### src/rtl/fetch_unit.sv
// fetch_unit: PC and instruction-fetch stage with start, stall, branch squash, halt and run-cycle counter
module fetch_unit #(
  parameter int              IW      = 16,
  parameter int              DW      = 9,
  parameter logic [DW-1:0]   HALT_OP = {DW{1'b1}}
) (
  input  logic          CLK,
  input  logic          Reset_n,
  input  logic          Start,
  input  logic [IW-1:0] StartAddr,
  input  logic          Stall,
  input  logic          BranchEn,
  input  logic          BranchRel,
  input  logic [IW-1:0] Target,
  output logic [IW-1:0] InstAddress,
  input  logic [DW-1:0] InstIn,
  output logic [DW-1:0] InstOut,
  output logic [IW-1:0] InstPC,
  output logic          InstValid,
  output logic          Done,
  output logic [15:0]   CycleCount
);
  typedef enum logic [1:0] {IDLE, RUN, HALTED} state_t;
  state_t        state_q, state_d;
  logic [IW-1:0] pc_q, pc_d, ipc_q, ipc_d;
  logic [DW-1:0] inst_q, inst_d;
  logic          valid_q, valid_d, done_q, done_d;
  logic [15:0]   cnt_q, cnt_d;
  assign InstAddress = pc_q;
  assign InstOut     = inst_q;
  assign InstPC      = ipc_q;
  assign InstValid   = valid_q;
  assign Done        = done_q;
  assign CycleCount  = cnt_q;
  always_comb begin
    state_d = state_q;
    pc_d    = pc_q;
    ipc_d   = ipc_q;
    inst_d  = inst_q;
    valid_d = valid_q;
    done_d  = done_q;
    cnt_d   = cnt_q;
    if (state_q == RUN) begin
      cnt_d = (&cnt_q) ? cnt_q : cnt_q + 16'd1;
      if (!Stall) begin
        if (valid_q && inst_q == HALT_OP) begin
          state_d = HALTED;
          done_d  = 1'b1;
          valid_d = 1'b0;
        end else if (valid_q && BranchEn) begin
          // the word returned by the ROM this cycle is dropped, leaving one bubble
          pc_d    = BranchRel ? ipc_q + Target : Target;
          valid_d = 1'b0;
        end else begin
          inst_d  = InstIn;
          ipc_d   = pc_q;
          valid_d = 1'b1;
          pc_d    = pc_q + IW'(1);
        end
      end
    end else if (Start) begin
      state_d = RUN;
      pc_d    = StartAddr;
      cnt_d   = 16'd0;
      done_d  = 1'b0;
    end
  end
  always_ff @(posedge CLK or negedge Reset_n) begin
    if (!Reset_n) begin
      state_q <= IDLE;
      pc_q    <= '0;
      ipc_q   <= '0;
      inst_q  <= '0;
      valid_q <= 1'b0;
      done_q  <= 1'b0;
      cnt_q   <= '0;
    end else begin
      state_q <= state_d;
      pc_q    <= pc_d;
      ipc_q   <= ipc_d;
      inst_q  <= inst_d;
      valid_q <= valid_d;
      done_q  <= done_d;
      cnt_q   <= cnt_d;
    end
  end
endmodule

### config.mk
export PLATFORM = sky130hd
export DESIGN_NAME = fetch_unit
export DESIGN_NICKNAME = d
export VERILOG_FILES = /design/src/rtl/fetch_unit.sv
export SDC_FILE = /design/constraint.sdc
export NUM_CORES = 1
export LEC_CHECK = 0
export ABC_CLOCK_PERIOD_IN_PS = 3100
export BUFFER_PORTS_ARGS = -buffer_cell sky130_fd_sc_hd__buf_2
export CORE_ASPECT_RATIO = 0.75
export CORE_UTILIZATION = 54
export DETAILED_ROUTE_END_ITERATION = 8
export PLACE_DENSITY = 0.87
export SLEW_MARGIN = 15
export SYNTH_ARGS = -nofsm -noshare
export SYNTH_HDL_FRONTEND = slang
export SYNTH_SLANG_ARGS = --single-unit
### constraint.sdc
create_clock -name CLK -period 3.1 [get_ports CLK]
set_input_delay 0.155 -clock CLK [delete_from_list [all_inputs] [get_ports CLK]]
set_output_delay 0.155 -clock CLK [all_outputs]
set_load 0.01 [all_outputs]
==> flow_metrics.tcl <==
set metrics [dict create \
    status "finished, final reports clean" \
    drive_gt1_share_pct 29.2 \
    drt-total-wl_um 11800 \
    first_pass_iters 5 \
    numCtsBuffers 9 \
    end_kind "flop" \
    root_buffer "clkbuf_8" \
    die_y_um 77.0 \
    criticalPathCategory "flop to flop" \
    hp-class "primary input to flop" \
    synth_area_leaders "dfrtp_1, mux2_2, ha_1" \
    cts-resized-gates 0 \
    dpl.hpwl_um 8610 \
    synth_area_per_cell_um2 9.10 \
    synth_area_leader_cell "dfrtp_1" \
    cellPowerDensity_nw_per_um2 776 \
    grt_max_degree 27 \
    cts.sinks 60 \
    final_util_pct 69.3 \
    post_cts_buffers 0 \
    fin_ws_ns 0.569 \
    num_rows 26 \
    ctsLongestPathBuffers 2 \
    die_width_um 102 \
    gp_congestion 0.949 \
    syn-num-nets 510 \
    yosysWarningCount 0 \
    synthCells 445 \
    crit_path_start_kind "flop" \
    worst_clock_skew_ns 0.0131 \
    worstPathRequired_ns 3.33 \
    antenna_found_initial 0 \
    synth_common_cells "dfrtp_1, nand2_1, nor2_1" \
    hold_viol 0 \
    period_needed_ns 2.53 \
    fmax_ghz 0.395 \
    worst-path-max-fanout 15 \
    fin_nets 612 \
    irDropWorstVdd_uv 536 \
    yosysUniqueCellTypes 64 \
    synth-seq-cells 60 \
    diodes 0 \
    setup_violations 0 \
    ant_nets 0 \
    vias_per_cell 6.18 \
    postCtsHoldBufs 1 \
    cts_tree "built" \
    clk-insertion-delay-late_ns 0.35 \
    drv_slew 0 \
    tns_ns 0 \
    cap_violations 0 \
    worstMarginPinSlew_ns 0.933 \
    via_count 4014 \
    placedCellCount 633 \
    synth_top_area_share_pct 37.1 \
    synth_edf_count 0 \
    clk_pin_slew_ns 0.07 \
    synth_area_um2 4050 \
    die_area_um2 7860 \
    drc 0 \
    area_growth_pct 20.2 \
    pre_cts_slack_ns 0.639 \
    post-route-period-util_pct 81.6 \
    start_util_pct 57.7 \
    p_leak_nw 2.26 \
    postSynth.asyncResetShare_pct 100 \
    arrival_ns 2.77 \
    synth_seq_area_share_pct 37.1 \
    grt_pass1_vias 3878 \
    grt_pass1_wl_um 19000 \
    wl_per_cell_um 18.2 \
    grt_use_total_pct 31.6 \
    pin_count 106 \
    h-tree-depth 3 \
    portBuffers 105 \
    finalPower_mw 3.78 \
    grt_overflow 0 \
    rsz0062_at_grt "no" \
    ys.flop_type "dfrtp_1" \
    final-instance-count-excl-fill 650 \
    drtIter0Drc 424 \
    synth_most_common_cell "dfrtp_1" \
    max_slew_margin_pct 37.6 \
    core_region_area_um2 7030 \
]
[registers in the layout, indices dropped and copies added (netlist names)]
name / cells
InstAddress: 16
InstPC: 16
Done: 1
CycleCount: 16
InstOut: 9
InstValid: 1
state_q: 1
[power by group]
part	total, mW	internal, mW	switching [mW]	leakage (nW)
clock network	0.806	0.474	0.332	0.107
registers	1.31	1.01	0.301	0.726
logic	1.67	0.733	0.933	1.42
total	3.78	2.21	1.57	2.26
[placed cells by master, fill, tap and decap left out, types with 4 or more instances in the layout]
cell type and count:
o211ai_1 7, nor3_1 10, xor2_1 10, dfrtp_1 60
clkbuf_8 10, xnor2_1 20, buf_4 5, a21oi_1 33
nand4_1 8, ha_1 17, a211oi_1 9, nand3_1 23
a21o_1 4, mux2_1 5, mux2i_1 5, mux2_2 21
buf_2 105, nor2_1 40, nand2_1 43, o22ai_1 5
and3_1 13, o21ai_0 29, inv_1 7
[path summary, 6_finish.rpt]
kind / start / end / slack, ns / depth (start not counted)
worst max-delay path: Done$_DFFE_PN0P_ / InstAddress[14]$_DFFE_PN0P_ / 0.57 / 6
worst min-delay path: InstIn[5] / InstOut[5]$_DFFE_PN0P_ / 0.03 / 2
worst max register to register: Done$_DFFE_PN0P_ / InstAddress[14]$_DFFE_PN0P_ / 0.57 / 6
worst min register to register: InstPC[6]$_DFFE_PN0P_ / InstPC[6]$_DFFE_PN0P_ / 0.52 / 1
max in group asynchronous: Reset_n / InstAddress[7]$_DFFE_PN0P_ / 1.98 / 3
min in group asynchronous: Reset_n / InstAddress[12]$_DFFE_PN0P_ / 0.37 / 2
[final cells by class]
cell class                 count  area, µm²
clock inverter                 4       72.6
sequential                    60       1500
fill                         595       2160
multi-input combinational    358       2430
clock buffer                  12        145
timing repair buffer         111        573
tap                           98        123
inverter                       7       26.3
[cell families (layout without fill, tap and decap cells)]
group / after synthesis / in the layout / share of synthesized area (%)
simple gates: 158 / 158 / 19.5
compound gates: 121 / 121 / 19.8
flops: 60 / 60 / 37.1
mux: 31 / 31 / 8.46
xor+xnor: 30 / 30 / 6.49
buf+inv: 27 / 134 / 2.96
fa+ha+maj: 18 / 18 / 5.74
[metal layers]
metal  part of all wire [%]  GRT usage [%]  routed length, µm
met5                      0              0                  0
met2                     43           47.7               5120
met1                     43           43.3               5140
met4                    2.4           9.57                284
met3                     11           9.75               1280
[metrics by stage]
| stage | hold slack, ns | cell area (µm²) |
|---|---|---|
| floorplan | -0.141 | 4050 |
| global placement | 0.194 | 4640 |
| detailed placement | 0.206 | 4640 |
| CTS | 0.0196 | 4870 |
| global route | 0.0181 | 4870 |
| finish | 0.0295 | 4870 |
[critical path, cell delays in order, from the launching register on]
cell     delay (ns)
dfrtp_1        0.40
and2b_2        0.40
nor2_2         0.20
nor2_1         0.76
nor3_1         0.15
and3_1         0.20
a221o_1        0.31
(Power assumes the default switching activity.)
